<file path="src/rtl/mfp_eic_arbiter_pkg.sv">
// Shared definitions for the EIC priority arbiter: channel count default,
// priority width, sequencer state encoding and an index-width helper.
package mfp_eic_arbiter_pkg;

  localparam int unsigned EIC_CHANNELS   = 8;
  localparam int unsigned EIC_PRIO_WIDTH = 6;

  typedef enum logic [1:0] {
    ST_IDLE = 2'd0,
    ST_REQ  = 2'd1,
    ST_ACK  = 2'd2
  } arb_state_e;

  // Width of a channel index; a single-channel build still needs one address bit.
  function automatic int unsigned idx_width(input int unsigned n);
    return (n > 1) ? $clog2(n) : 1;
  endfunction

endpackage

</file>
<file path="src/rtl/mfp_eic_arbiter_if.sv">
// Bundle of sense-logic, priority-config and EIC CPU-port signals for the
// arbiter. The master view belongs to the arbiter; the slave view to its
// surroundings (pending sources, config bus, CPU).
interface mfp_eic_arbiter_if
  import mfp_eic_arbiter_pkg::*;
#(
  parameter int unsigned CHANNELS = EIC_CHANNELS
);
  localparam int unsigned AW = idx_width(CHANNELS);

  logic [CHANNELS-1:0]       pending;
  logic [CHANNELS-1:0]       clear;
  logic                      cfg_we;
  logic [AW-1:0]             cfg_addr;
  logic [EIC_PRIO_WIDTH-1:0] cfg_wdata;
  logic [EIC_PRIO_WIDTH-1:0] cfg_rdata;
  logic [7:0]                EIC_Interrupt;
  logic [5:0]                EIC_Vector;
  logic [16:0]               EIC_Offset;
  logic [3:0]                EIC_ShadowSet;
  logic                      EIC_IAck;
  logic                      busy;

  modport master (
    input  pending, cfg_we, cfg_addr, cfg_wdata, EIC_IAck,
    output clear, cfg_rdata, EIC_Interrupt, EIC_Vector, EIC_Offset,
           EIC_ShadowSet, busy
  );

  modport slave (
    output pending, cfg_we, cfg_addr, cfg_wdata, EIC_IAck,
    input  clear, cfg_rdata, EIC_Interrupt, EIC_Vector, EIC_Offset,
           EIC_ShadowSet, busy
  );

endinterface

</file>
<file path="src/rtl/mfp_eic_arbiter_prio_select.sv">
// Combinational max-priority selector. Scans channels starting at start_i
// and wrapping; a strictly-greater compare means the first channel reached
// wins a tie, so start_i = 0 gives lowest-index-wins.
module mfp_eic_prio_select
  import mfp_eic_arbiter_pkg::*;
#(
  parameter int unsigned CHANNELS = EIC_CHANNELS,
  parameter int unsigned AW       = idx_width(CHANNELS)
) (
  input  logic [CHANNELS-1:0]       cand_i,
  input  logic [EIC_PRIO_WIDTH-1:0] prio_i [CHANNELS],
  input  logic [AW-1:0]             start_i,
  output logic                      valid_o,
  output logic [AW-1:0]             idx_o,
  output logic [EIC_PRIO_WIDTH-1:0] prio_o
);

  int unsigned   pos;
  logic [AW-1:0] idx;

  // Rotating scan keeping the first highest-priority candidate found.
  always_comb begin
    valid_o = 1'b0;
    idx_o   = '0;
    prio_o  = '0;
    pos     = 0;
    idx     = '0;
    for (int unsigned k = 0; k < CHANNELS; k++) begin
      pos = 32'(start_i) + k;
      if (pos >= CHANNELS) pos = pos - CHANNELS;
      idx = AW'(pos);
      if (cand_i[idx] && (prio_i[idx] > prio_o)) begin
        valid_o = 1'b1;
        idx_o   = idx;
        prio_o  = prio_i[idx];
      end
    end
  end

endmodule

</file>
<file path="src/rtl/mfp_eic_arbiter.sv">
// EIC priority arbiter/sequencer: chooses the highest-priority enabled
// pending channel, presents it on the EIC CPU port, waits for IAck and
// pulses a clear back to the sense logic.
// Optional feature: define EIC_ARB_ROUND_ROBIN_EN for rotating tie-break.
module mfp_eic_arbiter
  import mfp_eic_arbiter_pkg::*;
#(
  parameter int unsigned CHANNELS     = EIC_CHANNELS,
  parameter int unsigned SPACING_LOG2 = 5,
  parameter int unsigned SHADOW_SET   = 0
) (
  input logic               CLK,
  input logic               RESET,
  mfp_eic_arbiter_if.master bus
);

  localparam int unsigned AW = idx_width(CHANNELS);
  localparam int unsigned PW = EIC_PRIO_WIDTH;

  logic [PW-1:0]       prio_q [CHANNELS];
  logic [CHANNELS-1:0] cand;
  logic                addr_ok;

  arb_state_e          state_q, state_d;
  logic [AW-1:0]       chan_q, chan_d;
  logic [PW-1:0]       pprio_q, pprio_d;
  logic [CHANNELS-1:0] clear_q, clear_d;

  logic                win_valid;
  logic [AW-1:0]       win_idx;
  logic [PW-1:0]       win_prio;
  logic [AW-1:0]       rr_start;
  logic [PW-1:0]       cur_prio;

  assign addr_ok = (32'(bus.cfg_addr) < CHANNELS);

  // Priority register file; out-of-range writes are dropped.
  always_ff @(posedge CLK) begin
    if (RESET) begin
      for (int unsigned i = 0; i < CHANNELS; i++) prio_q[i] <= '0;
    end else if (bus.cfg_we && addr_ok) begin
      prio_q[bus.cfg_addr] <= bus.cfg_wdata;
    end
  end

  assign bus.cfg_rdata = addr_ok ? prio_q[bus.cfg_addr] : '0;

  // A channel competes only when pending and enabled (non-zero priority).
  always_comb begin
    cand = '0;
    for (int unsigned i = 0; i < CHANNELS; i++) begin
      cand[i] = bus.pending[i] && (prio_q[i] != '0);
    end
  end

  mfp_eic_prio_select #(
    .CHANNELS (CHANNELS),
    .AW       (AW)
  ) u_select (
    .cand_i  (cand),
    .prio_i  (prio_q),
    .start_i (rr_start),
    .valid_o (win_valid),
    .idx_o   (win_idx),
    .prio_o  (win_prio)
  );

`ifdef EIC_ARB_ROUND_ROBIN_EN
  logic [AW-1:0] rr_q, rr_d;

  // Next tie-break start is the channel after the one being acknowledged.
  always_comb begin
    rr_d = (32'(chan_q) == CHANNELS - 1) ? '0 : chan_q + 1'b1;
  end

  // Rotation pointer advances only on an accepted acknowledge.
  always_ff @(posedge CLK) begin
    if (RESET) begin
      rr_q <= '0;
    end else if ((state_q == ST_REQ) && bus.EIC_IAck) begin
      rr_q <= rr_d;
    end
  end

  assign rr_start = rr_q;
`else
  assign rr_start = '0;
`endif

  assign cur_prio = prio_q[chan_q];

  // Sequencer state and presented-request registers.
  always_ff @(posedge CLK) begin
    if (RESET) begin
      state_q <= ST_IDLE;
      chan_q  <= '0;
      pprio_q <= '0;
      clear_q <= '0;
    end else begin
      state_q <= state_d;
      chan_q  <= chan_d;
      pprio_q <= pprio_d;
      clear_q <= clear_d;
    end
  end

  // Next-state: present, preempt, withdraw or acknowledge (IAck has priority).
  always_comb begin
    state_d = state_q;
    chan_d  = chan_q;
    pprio_d = pprio_q;
    clear_d = '0;
    unique case (state_q)
      ST_IDLE: begin
        if (win_valid) begin
          state_d = ST_REQ;
          chan_d  = win_idx;
          pprio_d = win_prio;
        end
      end
      ST_REQ: begin
        if (bus.EIC_IAck) begin
          state_d         = ST_ACK;
          clear_d[chan_q] = 1'b1;
          chan_d          = '0;
          pprio_d         = '0;
        end else if (!cand[chan_q]) begin
          state_d = ST_IDLE;
          chan_d  = '0;
          pprio_d = '0;
        end else if (win_prio > cur_prio) begin
          chan_d  = win_idx;
          pprio_d = win_prio;
        end else begin
          // Keep the presented channel but track a rewritten priority.
          pprio_d = cur_prio;
        end
      end
      ST_ACK: begin
        state_d = ST_IDLE;
      end
      default: begin
        state_d = ST_IDLE;
        chan_d  = '0;
        pprio_d = '0;
      end
    endcase
  end

  assign bus.clear         = clear_q;
  assign bus.busy          = (state_q != ST_IDLE);
  assign bus.EIC_Interrupt = {2'b00, pprio_q};
  assign bus.EIC_Vector    = 6'(chan_q);
  assign bus.EIC_Offset    = 17'((18'(chan_q) << SPACING_LOG2) >> 1);
  assign bus.EIC_ShadowSet = (state_q == ST_REQ) ? 4'(SHADOW_SET) : '0;

endmodule

</file>
<file path="src/flat_wrapper.sv">
// flat-port wrapper written by rule: the top's interface ports become plain ports
module mfp_eic_arbiter_flat import mfp_eic_arbiter_pkg::*;
#(
  parameter int unsigned CHANNELS     = EIC_CHANNELS,
  parameter int unsigned SPACING_LOG2 = 5,
  parameter int unsigned SHADOW_SET   = 0
)
  (CLK, RESET, bus_pending, bus_cfg_we, bus_cfg_addr, bus_cfg_wdata, bus_EIC_IAck, bus_clear, bus_cfg_rdata, bus_EIC_Interrupt, bus_EIC_Vector, bus_EIC_Offset, bus_EIC_ShadowSet, bus_busy);
  mfp_eic_arbiter_if #(.CHANNELS(CHANNELS)) bus_i ();
  input logic CLK;
  input logic RESET;
  input wire logic [$bits(bus_i.pending)-1:0] bus_pending;
  input wire logic [$bits(bus_i.cfg_we)-1:0] bus_cfg_we;
  input wire logic [$bits(bus_i.cfg_addr)-1:0] bus_cfg_addr;
  input wire logic [$bits(bus_i.cfg_wdata)-1:0] bus_cfg_wdata;
  input wire logic [$bits(bus_i.EIC_IAck)-1:0] bus_EIC_IAck;
  output wire logic [$bits(bus_i.clear)-1:0] bus_clear;
  output wire logic [$bits(bus_i.cfg_rdata)-1:0] bus_cfg_rdata;
  output wire logic [$bits(bus_i.EIC_Interrupt)-1:0] bus_EIC_Interrupt;
  output wire logic [$bits(bus_i.EIC_Vector)-1:0] bus_EIC_Vector;
  output wire logic [$bits(bus_i.EIC_Offset)-1:0] bus_EIC_Offset;
  output wire logic [$bits(bus_i.EIC_ShadowSet)-1:0] bus_EIC_ShadowSet;
  output wire logic [$bits(bus_i.busy)-1:0] bus_busy;
  assign bus_i.pending = bus_pending;
  assign bus_i.cfg_we = bus_cfg_we;
  assign bus_i.cfg_addr = bus_cfg_addr;
  assign bus_i.cfg_wdata = bus_cfg_wdata;
  assign bus_i.EIC_IAck = bus_EIC_IAck;
  assign bus_clear = bus_i.clear;
  assign bus_cfg_rdata = bus_i.cfg_rdata;
  assign bus_EIC_Interrupt = bus_i.EIC_Interrupt;
  assign bus_EIC_Vector = bus_i.EIC_Vector;
  assign bus_EIC_Offset = bus_i.EIC_Offset;
  assign bus_EIC_ShadowSet = bus_i.EIC_ShadowSet;
  assign bus_busy = bus_i.busy;
  mfp_eic_arbiter #(.CHANNELS(CHANNELS), .SPACING_LOG2(SPACING_LOG2), .SHADOW_SET(SHADOW_SET)) u_core (.CLK(CLK), .RESET(RESET), .bus(bus_i));
endmodule
</file>
<file path="config.mk">
export PLATFORM = sky130hd
export DESIGN_NAME = mfp_eic_arbiter_flat
export DESIGN_NICKNAME = d
export VERILOG_FILES = /design/src/rtl/mfp_eic_arbiter_pkg.sv /design/src/rtl/mfp_eic_arbiter_if.sv /design/src/rtl/mfp_eic_arbiter_prio_select.sv /design/src/rtl/mfp_eic_arbiter.sv /design/src/flat_wrapper.sv
export SDC_FILE = /design/constraint.sdc
export NUM_CORES = 1
export LEC_CHECK = 0
export BUFFER_PORTS_ARGS = -buffer_cell sky130_fd_sc_hd__buf_2
export CORE_MARGIN = 1.5
export CORE_UTILIZATION = 25
export DETAILED_ROUTE_END_ITERATION = 7
export PLACE_DENSITY = 0.42
export SYNTH_ARGS = -nofsm -noshare
export SYNTH_HDL_FRONTEND = slang
export SYNTH_HIERARCHICAL = 1
export SYNTH_SLANG_ARGS = --single-unit
</file>
<file path="constraint.sdc">
create_clock -name CLK -period 29.3 [get_ports CLK]
set_clock_uncertainty 0.15 [all_clocks]
set_input_delay 5.86 -clock CLK [delete_from_list [all_inputs] [get_ports CLK]]
set_output_delay 5.86 -clock CLK [all_outputs]
set_load 0.02 [all_outputs]
</file>
Yosys cells after proc, flatten, opt, wreduce, memory -nomap -nowiden:

Index checks and enable logic that the tools add are counted.

* reduce and logical (&&, ||, !) cells: 32
* muxes and demuxes: 50
* equality and inequality tests: 5
* bitwise operators: 5
* $lt $le $gt $ge: 14

Operators by type and width (number)
* 6-bit two-way mux: 17
* 48-bit bitwise mux: 1
* 6-bit > comparator: 8
* 6-bit nonzero test: 8
* 6-bit binary-select mux with 3-bit select: 2
* 3-bit two-way mux: 10
* 6-bit demux with 3-bit select: 1
* 1-bit logical AND: 18
* 6-bit case mux with 3 select lines: 1
* 1-bit two-way mux: 11
* 3-bit case mux with 3 select lines: 1
* 4-bit greater-or-equal comparator (second input constant): 2
* 3-bit NOT with 4-bit output: 2
* 6-bit by 1-bit > comparator with 1-bit output (second input constant): 1
* 2-bit two-way mux: 3
* 3-bit by 4-bit less-than comparator with 1-bit output (second input constant): 1
* 4-bit by 1-bit less-than comparator with 1-bit output (second input constant): 1
* 4-bit != test (second input constant): 1
* 2-bit case mux with 2 select lines: 1
* 2-bit AND reduction: 2
* 1-bit binary-select mux with 3-bit select: 1
* 1-bit demux with 3-bit select: 1
* 3-bit by 1-bit greater-or-equal comparator with 1-bit output (second input constant): 1
* 3-bit != test (second input constant): 1
* 8 further kinds: 10

* input port bits: 21
* bits in registers: 67
* word-level logic and storage cells: 118
* output and inout bits: 50

Logic depth before layout (Yosys ltp):

Gate-level depths: netlist of run 1.

* depth after elaboration: 30
* depth in mapped cells: 81
* mapped depth without buffers: 71

Cells and area by module:

Netlist of run 1, hierarchy kept.

By module, submodules not included
* mfp_eic_prio_select: instances 1, area each 4424.2 sq um, seq. area each 0.0 sq um, cells an instance 514
* mfp_eic_arbiter: instances 1, area each 4045.1 sq um, seq. area each 1341.3 sq um, cells an instance 439

Least setup slack after synthesis of run 1:

OpenSTA, ideal clock, no wires.

* path type: input to register
* start: in bus_pending[0]
* end: reg u_core.pprio_q[4]
* slack: 8796 ps
* required time: 29055 ps
* arrival: 20259 ps
* stages: 71
* buffers on the path: 6
* cell sequence: o31ai_1 -> inv_1 -> mux4_2 -> mux2i_1 -> a31o_2 -> nand2b_1 -> ha_1 -> nand2b_1 -> a21oi_1 -> a2111oi_0 -> or3_1 -> buf_2 -> nor2_1 -> a21oi_1 -> inv_1 -> ha_1 -> nand4b_1 -> o221a_2 -> [... 35 more ...] -> a221oi_1 -> o21a_1 -> nand2_4 -> mux2_1 -> ha_1 -> a21o_1 -> a21o_1 -> a221oi_1 -> a311o_1 -> clkbuf_1 -> nor2_1 -> a311oi_1 -> ha_1 -> and4_1 -> o21a_1 -> o31a_1 -> or3_1 -> a221oi_1

* cells in the longest elaborated chain, start to end: 29
* elaborated cells on any way between the ends: 42
* classes of those cells: order compare: 8; eq/ne: 1; mux: 23; reduce/logical: 10

Ends and longest elaborated chain
* start: declaration: RTL line flat_wrapper.sv:12 `input wire logic [$bits(bus_i.pending)-1:0] bus_pending;`
* 1-bit logical AND *: RTL line mfp_eic_arbiter.sv:52 `cand[i] = bus.pending[i] && (prio_q[i] != '0);`
* net u_core.cand[0]: RTL line mfp_eic_arbiter.sv:21 `logic [CHANNELS-1:0] cand;`
* 1-bit logical AND *: RTL line mfp_eic_arbiter_prio_select.sv:32 `if (cand_i[idx] && (prio_i[idx] > prio_o)) begin`
* 6-bit two-way mux *: RTL line mfp_eic_arbiter_prio_select.sv:32
* 6-bit > comparator: RTL line mfp_eic_arbiter_prio_select.sv:32
* 1-bit logical AND: RTL line mfp_eic_arbiter_prio_select.sv:32
* 6-bit two-way mux *: RTL line mfp_eic_arbiter_prio_select.sv:32
* 6-bit > comparator: RTL line mfp_eic_arbiter_prio_select.sv:32
* [... 15 more ...]
* 1-bit logical AND: RTL line mfp_eic_arbiter_prio_select.sv:32
* 6-bit two-way mux *: RTL line mfp_eic_arbiter_prio_select.sv:32
* net u_core.win_prio[4]: RTL line mfp_eic_arbiter.sv:31 `logic [PW-1:0] win_prio;`
* 6-bit > comparator: RTL line mfp_eic_arbiter.sv:131 `end else if (win_prio > cur_prio) begin`
* 6-bit two-way mux: RTL line mfp_eic_arbiter.sv:131
* 6-bit two-way mux: RTL line mfp_eic_arbiter.sv:127 `end else if (!cand[chan_q]) begin`
* 6-bit two-way mux: RTL line mfp_eic_arbiter.sv:122 `if (bus.EIC_IAck) begin`
* 6-bit case mux with 3 select lines *: RTL line mfp_eic_arbiter.sv:113 `unique case (state_q)`
* end signal: assignment: RTL line mfp_eic_arbiter.sv:102 `pprio_q <= pprio_d;`
* end: declaration: RTL line mfp_eic_arbiter.sv:26 `logic [PW-1:0] pprio_q, pprio_d;`

Mark *: on every way through the listed nets, which the timed path passes. The rest lies on a longest branch. The select of a mux whose other input is x is not followed.
A chain may end at the register's enable or synchronous reset.

Final worst setup path of run 1:

* start: in bus_pending[0]
* end: reg u_core.pprio_q[1]

* cells in the longest elaborated chain, start to end: 29
* elaborated cells on any way between the ends: 42
* classes of those cells: order compare: 8; eq/ne: 1; mux: 23; reduce/logical: 10

Ends and longest elaborated chain (RTL line)
* 1-bit logical AND *: mfp_eic_arbiter.sv:52
* net u_core.cand[0]: mfp_eic_arbiter.sv:21
* 1-bit logical AND *: mfp_eic_arbiter_prio_select.sv:32
* 6-bit two-way mux *: mfp_eic_arbiter_prio_select.sv:32
* 6-bit > comparator: mfp_eic_arbiter_prio_select.sv:32
* 1-bit logical AND: mfp_eic_arbiter_prio_select.sv:32
* 6-bit two-way mux *: mfp_eic_arbiter_prio_select.sv:32
* 6-bit > comparator: mfp_eic_arbiter_prio_select.sv:32
* [... 15 more ...]
* 1-bit logical AND: mfp_eic_arbiter_prio_select.sv:32
* 6-bit two-way mux *: mfp_eic_arbiter_prio_select.sv:32
* net u_core.win_prio[2]: mfp_eic_arbiter.sv:31
* 6-bit > comparator *: mfp_eic_arbiter.sv:131
* 6-bit two-way mux *: mfp_eic_arbiter.sv:131
* 6-bit two-way mux *: mfp_eic_arbiter.sv:127
* 6-bit two-way mux *: mfp_eic_arbiter.sv:122
* 6-bit case mux with 3 select lines *: mfp_eic_arbiter.sv:113

Marks and branches as above.

==> results of run 1 <==
==> flip-flops by register name (all words and copies together) (netlist names) <==
signal	count
u_core/bus.clear	8
u_core/chan_q	3
u_core/pprio_q	6
u_core/prio_q	48
u_core/state_q	2
==> final timing paths <==
kind	start	endpoint	slack [ps]	cells after the start
worst max-delay path	bus_pending[0]	u_core/pprio_q[1]	6570	64
worst min-delay path	u_core/chan_q[0]	u_core/bus.clear[2]	450	1
worst max register to register	u_core/prio_q[47]	u_core/pprio_q[1]	10870	64
worst min register to register	u_core/chan_q[0]	u_core/bus.clear[2]	450	1
==> placed cells by master, fill, tap and decap left out, types with 8 or more instances in the layout <==
cell,count
nand3_1,12
nand2_1,74
ha_1,38
nor3_1,12
and3_1,10
or4_1,8
a211oi_1,10
mux2i_1,87
clkbuf_16,9
nand2b_1,14
xnor2_1,8
o31ai_1,11
a31oi_1,10
a221oi_1,9
conb_1,35
nor2_1,108
o21ai_0,34
a21oi_1,54
nor2b_1,17
buf_2,47
mux2_2,36
mux4_2,63
dfxtp_1,67
inv_1,24
==> routing by layer <==
metal	global-route usage	routed length [microns]
met4	0.0453	760
met3	0.0137	1290
met1	0.248	14500
met2	0.283	14200
met5	0	0
==> cells in the mapped netlist (all sizes together) (4+ instances only) <==
master	n
a21o	7
clkbuf	28
mux2i	88
dfxtp	67
or3	5
nor2	111
or4	10
o21ai	40
nand3	12
a221oi	10
nor3	14
a211oi	10
a221o	5
nand4	7
a21oi	55
o211ai	6
ha	38
nor4	7
a2111oi	4
maj3	5
nand2	76
or2	5
a31oi	12
nor2b	17
nand2b	14
nand4b	5
and3	11
inv	24
a31o	5
o31a	6
and2	6
mux2	41
xnor2	9
buf	59
o31ai	13
a22oi	7
mux4	65
==> metrics by stage <==
| stage | setup WS (ps) | std cells |
|---|---|---|
| 6_report | 6570 | 1418 |
| 2_1_floorplan | 8800 | 987 |
| 5_1_grt | 5150 | 1418 |
| 4_1_cts | 6800 | 1418 |
| 3_3_place_gp | 6680 | 1402 |
| 3_5_place_dp | 6460 | 1402 |
==> final cells by class <==
cell class                      count  area, sq um  area share
Timing Repair Buffer               54          288      0.0310
Multi-Input combinational cell    807         6670       0.720
Clock buffer                        9          225      0.0243
Sequential cell                    67         1340       0.145
Tap cell                          448          561      0.0605
Inverter                           26         97.6      0.0105
Clock inverter                      7         82.6     0.00891
==> cell families (layout without fill, tap and decap cells) <==
group	count (synthesis)	after routing	synth area share
AOI/OAI and AO/OA	213	213	0.179
DFF	67	67	0.158
xor gates and xnor gates	11	11	0.0123
and+or+nand+nor	311	311	0.185
adders and majority gates	43	43	0.0620
muxes	194	194	0.334
buffers and inverters	113	96	0.0687
other	1	35	0.000443
==> power breakdown <==
group	leakage (uW)	internal, uW	switching [uW]
sequential	0.000542	96.1	9.44
clock	0.000145	67.4	46.0
combinational	0.00309	104	192
total	0.00378	267	247
==> summary.md, run 1 <==
| Metric | Value |
|---|---|
| Synth Flop Type | `dfxtp_1` |
| Fillers | `3603` |
| Htree depth | `3` |
| Worst hold slack | `449 ps` |
| Starting Density | `0.253` |
| Die Footprint | `35000 sq um` |
| Tcrit/Tclk final | `0.776` |
| CP peak stage delay | `660 ps` |
| Slowest CP cell | `a2111oi_0` |
| Synth area leaders | `mux4_2 17%, dfxtp_1 16%, mux2i_1 10%` |
| Setup violations, final | `0` |
| Clk_lat worst skew | `340 ps` |
| Area Overhead vs Synth | `9.44%` |
| Max transition margin | `0.299` |
| TritonCTS buffer count | `9` |
| Clock Path Buffers | `2` |
| Vias in the first global route | `7323` |
| CP delay by family, top | `compound AO/OA/AOI/OAI gates` |
| Crit path DAT | `22780 ps` |
| Min-delay worst type | `register to register` |
| TritonCTS clock tree | `built` |
| Worst-path fanout max | `19` |
| Unrepaired setup endpoints after global routing | `no` |
| # IOs | `71` |
| Clk sinks | `67` |
| GRT Resource Usage Total | `0.174` |
| DR vias/cell | `5.51` |
| Yosys cell types | `97` |
| WP buf/inv | `4` |
| Routed wire length | `30.8 mm` |
| Core area | `33400 sq um` |
| ANT cells | `0` |
| Initial DRC count | `695` |
| Tot Pwr | `514 uW` |
| Pre-Repair DR Iteration Count | `5` |
| Outcome | `completed` |
| Number of synthesized flops with an enable pin | `0` |
| Sum Neg Setup Slack | `0 ps` |
| Post-CTS setup buffers | `0` |
| Max Freq | `44.0 MHz` |
| Placed Area | `8960 sq um` |
| Post-layout util | `0.277` |
| Pleak | `0.00378 uW` |
| Crit path top cell by count | `a21oi_1` |
| Area leader, netlist | `mux4_2` |
| WL/cell | `21.7 microns` |
| Die height | `187 microns` |
| Max VDD drop | `0.0395 mV` |
| Final Critical Period | `22730 ps` |
| HPWL after DPL | `23.4 mm` |
| Async set-reset flop share out of synthesis | `0` |
| Post-route ant nets | `0` |
| Synth Cell Area | `8470 sq um` |
| PwrDens | `55.5 nW/um^2` |
| CTS Root Cell | `clkbuf_16` |
| Post-synthesis sequential area ratio | `0.158` |
| Post-CTS Hold Buffers | `0` |
| Nets | `1024` |
| Largest net degree at the start of global routing | `65` |
| Tightest Pin Transition | `1020 ps` |
| Final Max Slew Viols | `0` |
| Startpoint types | `primary input` |
| Rows | `67` |
| GPL Wtd Cong | `0.856` |
| GR Overflow Total | `0` |
| First-pass GRT wire length | `46.7 mm` |
| Initial antenna violation count | `0` |
| Width of the die | `187 microns` |
| Syn. warnings | `6` |
| Setup crit end kind | `register` |
| Flops & latches, synth | `67` |
| Clock slew at reported path FFs | `60 ps` |
| CP Data Required Time | `29350 ps` |
| Average cell area after synthesis | `8.89 sq um` |
| Synth Instances | `953` |
| Post-synth top area share | `0.168` |
| Maxcap violations | `0` |
| Fraction of layout cells with a size suffix above 1 | `0.212` |
| Post-route DRC | `0` |
| Post-route cell area | `9270 sq um` |
| Final Hold Vio Count | `0` |
| Number of port buffers | `47` |
| Critical path type | `primary input to register` |
| Post_cts resized | `0` |
| Via Count | `7820` |
No activity file was read; power rests on OpenSTA's default activity.
==> run 2, diff against run 1 <==
==> constraint.sdc (replaced) <==
create_clock -name CLK -period 21.3 [get_ports CLK]
set_clock_uncertainty 0.15 [all_clocks]
set_input_delay 4.26 -clock CLK [delete_from_list [all_inputs] [get_ports CLK]]
set_output_delay 4.26 -clock CLK [all_outputs]
set_load 0.02 [all_outputs]
==> summary.md, run 2 (synthesized netlist as in run 1, its figures left out) <==
| Metric | Value |
|---|---|
| Core area | `33400 sq um` |
| Initial antenna violation count | `0` |
| Routed wire length | `31.1 mm` |
| WP buf/inv | `4` |
| Htree depth | `3` |
| Vias in the first global route | `7386` |
| Sw frac | `0.485` |
| Crit path from | `bus_pending[0]` |
| Die height | `187 microns` |
| Sequential Power Share | `0.203` |
| GRT Resource Usage Total | `0.174` |
| Hold path startpoint | `u_core/chan_q[2]` |
| Fraction of layout cells with a size suffix above 1 | `0.219` |
| CTS Root Cell | `clkbuf_16` |
| Slowest CP cell | `o311ai_1` |
| Clk_lat worst skew | `340 ps` |
| Placed Area | `8970 sq um` |
| Nets | `1025` |
| Clock Power Share | `0.201` |
| Largest net degree at the start of global routing | `65` |
| Pleak | `0.00379 uW` |
| Final critical-path setup slack | `1150 ps` |
| Max Freq | `49.6 MHz` |
| Clk sinks | `67` |
| WL/cell | `21.9 microns` |
| Setup violations, final | `0` |
| Most flop-heavy register | `u_core/prio_q` |
| Final Max Slew Viols | `0` |
| Final Hold Vio Count | `0` |
| Die Footprint | `35000 sq um` |
| Starting Density | `0.253` |
| Tcrit/Tclk final | `0.946` |
| Fillers | `3586` |
| Max transition margin | `0.304` |
| Width of the die | `187 microns` |
| CP delay by family, top | `compound AO/OA/AOI/OAI gates` |
| Rows | `67` |
| Startpoint types | `primary input` |
| RR Startpoint | `u_core/prio_q[47]` |
| ANT cells | `0` |
| Clock slew at reported path FFs | `70 ps` |
| Sum Neg Setup Slack | `0 ps` |
| Worst hold slack | `441 ps` |
| PwrDens | `77.3 nW/um^2` |
| Max FFs per register | `48` |
| Post-CTS Hold Buffers | `0` |
| Clock Path Buffers | `2` |
| CP peak stage delay | `680 ps` |
| Max VDD drop | `0.0437 mV` |
| Critical path type | `primary input to register` |
| DR vias/cell | `5.58` |
| Post-layout util | `0.278` |
| Combinational Power Share | `0.596` |
| TritonCTS clock tree | `built` |
| HPWL after DPL | `23.5 mm` |
| TritonCTS buffer count | `9` |
| Initial DRC count | `673` |
| Worst-path fanout max | `19` |
| Post-route ant nets | `0` |
| CP Data Required Time | `21370 ps` |
| First-pass GRT wire length | `47.0 mm` |
| Tightest Pin Transition | `1010 ps` |
| Setup WS pre-CTS | `38.3 ps` |
| Final Critical Period | `20150 ps` |
| Post-route cell area | `9290 sq um` |
| Int Power | `370 uW` |
| Min-delay worst type | `register to register` |
| Maxcap violations | `0` |
| Number of port buffers | `47` |
| GPL Wtd Cong | `0.876` |
| Post-route DRC | `0` |
| Pre-Repair DR Iteration Count | `6` |
| # IOs | `71` |
| Setup crit end kind | `register` |
| Commonest non-fill, non-tap cell in the layout | `nor2_1` |
| Net switching power figure | `348 uW` |
| Crit path DAT | `20210 ps` |
| Outcome | `completed` |
| Post-CTS setup buffers | `0` |
| Via Count | `7920` |
| Commonest non-fill, non-tap cells in the layout | `108 x nor2_1, 87 x mux2i_1, 74 x nand2_1, 67 x dfxtp_1, 63 x mux4_2` |
| GR Overflow Total | `0` |
| Unrepaired setup endpoints after global routing | `no` |
| Area Overhead vs Synth | `9.69%` |
[run 2: cell types whose count changed in the layout (fill, tap and decap cells not counted), moves of 2 or more]
cell	previous run	this run
a2111oi_0	3	0
a2111oi_1	0	2
a311oi_1	2	0
a311oi_2	1	3
clkinv_2	0	2
clkinvlp_4	2	0
[run 2: worst paths after layout]
| path | end | slack [ps] | cells after the start |
|---|---|---|---|
| setup / recovery | u_core/pprio_q[5] | 1150 | 63 |
| setup reg to reg | u_core/pprio_q[5] | 3780 | 63 |
| hold reg to reg | u_core/bus.clear[2] | 440 | 1 |
| hold / removal | u_core/bus.clear[2] | 440 | 1 |
[run 2: per-layer routing]
metal,part of all wire,track usage,wire [microns]
met5,0,0,0
met4,0.0090,0.0304,279
met3,0.050,0.0158,1550
met2,0.48,0.296,14900
met1,0.46,0.240,14300
[run 2: final cells by class]
class	instances	area, sq um	share of cell area
Multi-Input combinational cell	807	6710	0.722
Clock buffer	10	239	0.0257
Timing Repair Buffer	55	295	0.0318
Clock inverter	6	45.0	0.00485
Sequential cell	67	1340	0.144
Tap cell	448	561	0.0603
Inverter	26	97.6	0.0105
[run 2: through the flow]
step / power (uW) / std cells
after CTS: 704 / 1419
after floorplan: 456 / 987
final: 718 / 1419
after global placement: 558 / 1403
after global routing: 772 / 1419
after detailed placement: 558 / 1403
[run 2: power by group through the flow]
| stage | Sequential [uW] | Combinational (uW) | Clock (uW) |
|---|---|---|---|
| floorplan | 146 | 309 | 0 |
| global placement | 148 | 410 | 0 |
| detailed placement | 148 | 410 | 0 |
| CTS | 145 | 411 | 148 |
| global route | 147 | 473 | 152 |
| finish | 145 | 428 | 145 |
[run 2: worst register-to-register path, delay by kind of cell, from the launching register on]
kind                       cells  cell delay [ps]
AOI/OAI and AO/OA             30             8460
adders and majority gates     10             3300
buffers and inverters          3              390
DFF                            1              460
muxes                          5             1750
and+or+nand+nor               15             2890
[run 2: repair_timing]
| action | in CTS | in global routing |
|---|---|---|
| gates resized for setup | 0 | 10 |
| setup endpoints to repair | 0 | 9 |
| hold endpoints to repair | 0 | 0 |
==> run 3, diff against run 2 <==
--- a/config.mk
+++ b/config.mk
@@ -10,6 +10,7 @@
 export CORE_UTILIZATION = 25
 export DETAILED_ROUTE_END_ITERATION = 7
 export PLACE_DENSITY = 0.42
+export SKIP_CTS_REPAIR_TIMING = 1
 export SYNTH_ARGS = -nofsm -noshare
 export SYNTH_HDL_FRONTEND = slang
 export SYNTH_HIERARCHICAL = 1
==> constraint.sdc (replaced) <==
create_clock -name CLK -period 21.3 [get_ports CLK]
set_clock_uncertainty 0.15 [all_clocks]
set_input_delay 2.13 -clock CLK [delete_from_list [all_inputs] [get_ports CLK]]
set_output_delay 2.13 -clock CLK [all_outputs]
set_load 0.02 [all_outputs]
==> summary.md, run 3 (synthesized netlist as in run 1, its figures left out) <==
| Metric | Value |
|---|---|
| # IOs | `71` |
| Post-route cell area | `9270 sq um` |
| Final critical-path setup slack | `2390 ps` |
| Startpoint types | `primary input` |
| Post-layout util | `0.277` |
| Final Max Slew Viols | `0` |
| CP peak stage delay | `680 ps` |
| Core area | `33400 sq um` |
| Commonest non-fill, non-tap cell in the layout | `nor2_1` |
| PwrDens | `76.1 nW/um^2` |
| Clk_lat worst skew | `340 ps` |
| Starting Density | `0.253` |
| Routed wire length | `30.8 mm` |
| Setup WS pre-CTS | `2240 ps` |
| Placed Area | `8960 sq um` |
| CP Data Required Time | `21350 ps` |
| Sum Neg Setup Slack | `0 ps` |
| GRT Resource Usage Total | `0.175` |
| Max Freq | `52.9 MHz` |
| DR vias/cell | `5.52` |
| Vias in the first global route | `7435` |
| Number of port buffers | `47` |
| GR Overflow Total | `0` |
| Htree depth | `3` |
| Tcrit/Tclk final | `0.888` |
| Crit path DAT | `18960 ps` |
| Rows | `67` |
| Maxcap violations | `0` |
| Area Overhead vs Synth | `9.44%` |
| Reg-to-reg slack, setup | `2920 ps` |
| Max FFs per register | `48` |
| Clk sinks | `67` |
| Via Count | `7831` |
| Final Hold Vio Count | `0` |
| Largest net degree at the start of global routing | `65` |
| Initial antenna violation count | `0` |
| Critical path type | `primary input to register` |
| First-pass GRT wire length | `47.5 mm` |
| Post-route DRC | `0` |
| Unrepaired setup endpoints after global routing | `no` |
| TritonCTS clock tree | `built` |
| Max transition margin | `0.282` |
| Slowest CP cell | `a2111oi_0` |
| TritonCTS buffer count | `9` |
| Commonest non-fill, non-tap cells in the layout | `108 x nor2_1, 87 x mux2i_1, 74 x nand2_1, 67 x dfxtp_1, 63 x mux4_2` |
| ANT cells | `0` |
| Fraction of layout cells with a size suffix above 1 | `0.212` |
| GPL Wtd Cong | `0.870` |
| Outcome | `completed` |
| Width of the die | `187 microns` |
| WL/cell | `21.7 microns` |
| Clock Path Buffers | `2` |
| HPWL after DPL | `23.5 mm` |
| Setup crit end kind | `register` |
| CTS Root Cell | `clkbuf_16` |
| Pre-Repair DR Iteration Count | `5` |
| Die Footprint | `35000 sq um` |
| Tightest Pin Transition | `1050 ps` |
| Clock slew at reported path FFs | `60 ps` |
| Initial DRC count | `687` |
| Die height | `187 microns` |
| Nets | `1024` |
| Min-delay worst type | `register to register` |
| Max VDD drop | `0.0711 mV` |
| Setup violations, final | `0` |
| Post-route ant nets | `0` |
| Pleak | `0.00378 uW` |
| Most flop-heavy register | `u_core/prio_q` |
| Worst-path fanout max | `19` |
| Final Critical Period | `18910 ps` |
==> run 3: cell count changes in the layout (fill, tap and decap cells not counted), moves of 2 or more <==
cell and delta:
a2111oi_0 +3, a2111oi_1 -2, a311oi_1 +2, a311oi_2 -2
clkinv_2 -2, clkinvlp_4 +2
==> run 3: worst max-delay path, delay by kind of cell <==
kind                     cells  cell delay, ps
AO/OA/AOI/OAI               30            8500
adder cells (fa/ha/maj)     10            3260
buffers and inverters        4             500
multiplexers                 5            1750
AND/OR/NAND/NOR             15            2810
==> run 3: layer usage <==
layer / routed length [microns] / part of all wire / up-vias / GRT usage
met5: 0 / 0 / - / 0
met4: 407 / 0.013 / 0 / 0.0341
met3: 1290 / 0.042 / 27 / 0.0146
met2: 14500 / 0.47 / 240 / 0.294
met1: 14500 / 0.47 / 3950 / 0.245
li1: - / - / 3614 / -
==> run 3: cell type report <==
cell class                 count  area, sq um
fill                        3658        24200
multi-input combinational    807         6670
sequential                    67         1340
tap                          448          561
timing repair buffer          54          288
clock buffer                   9          225
inverter                      26         97.6
clock inverter                 7         82.6
==> run 3: metrics by stage <==
step                      cells  hold slack (ps)  power [uW]
after floorplan             987              382         456
after global placement     1402              468         549
after detailed placement   1402              454         543
after CTS                  1418              474         703
after global routing       1418              505         759
final                      1418              468         706
==> run 3: power breakdown <==
part,internal (uW),switching [uW]
Combinational,143,259
Clock,92.7,63.5
Sequential,132,15.4
Total,368,338
==> run 3: final timing paths <==
path	start	end	cells after the start
worst max-delay path	bus_pending[0]	u_core/pprio_q[1]	64
worst min-delay path	u_core/chan_q[0]	u_core/bus.clear[7]	2
worst max register to register	u_core/prio_q[47]	u_core/pprio_q[1]	64
worst min register to register	u_core/chan_q[0]	u_core/bus.clear[7]	2
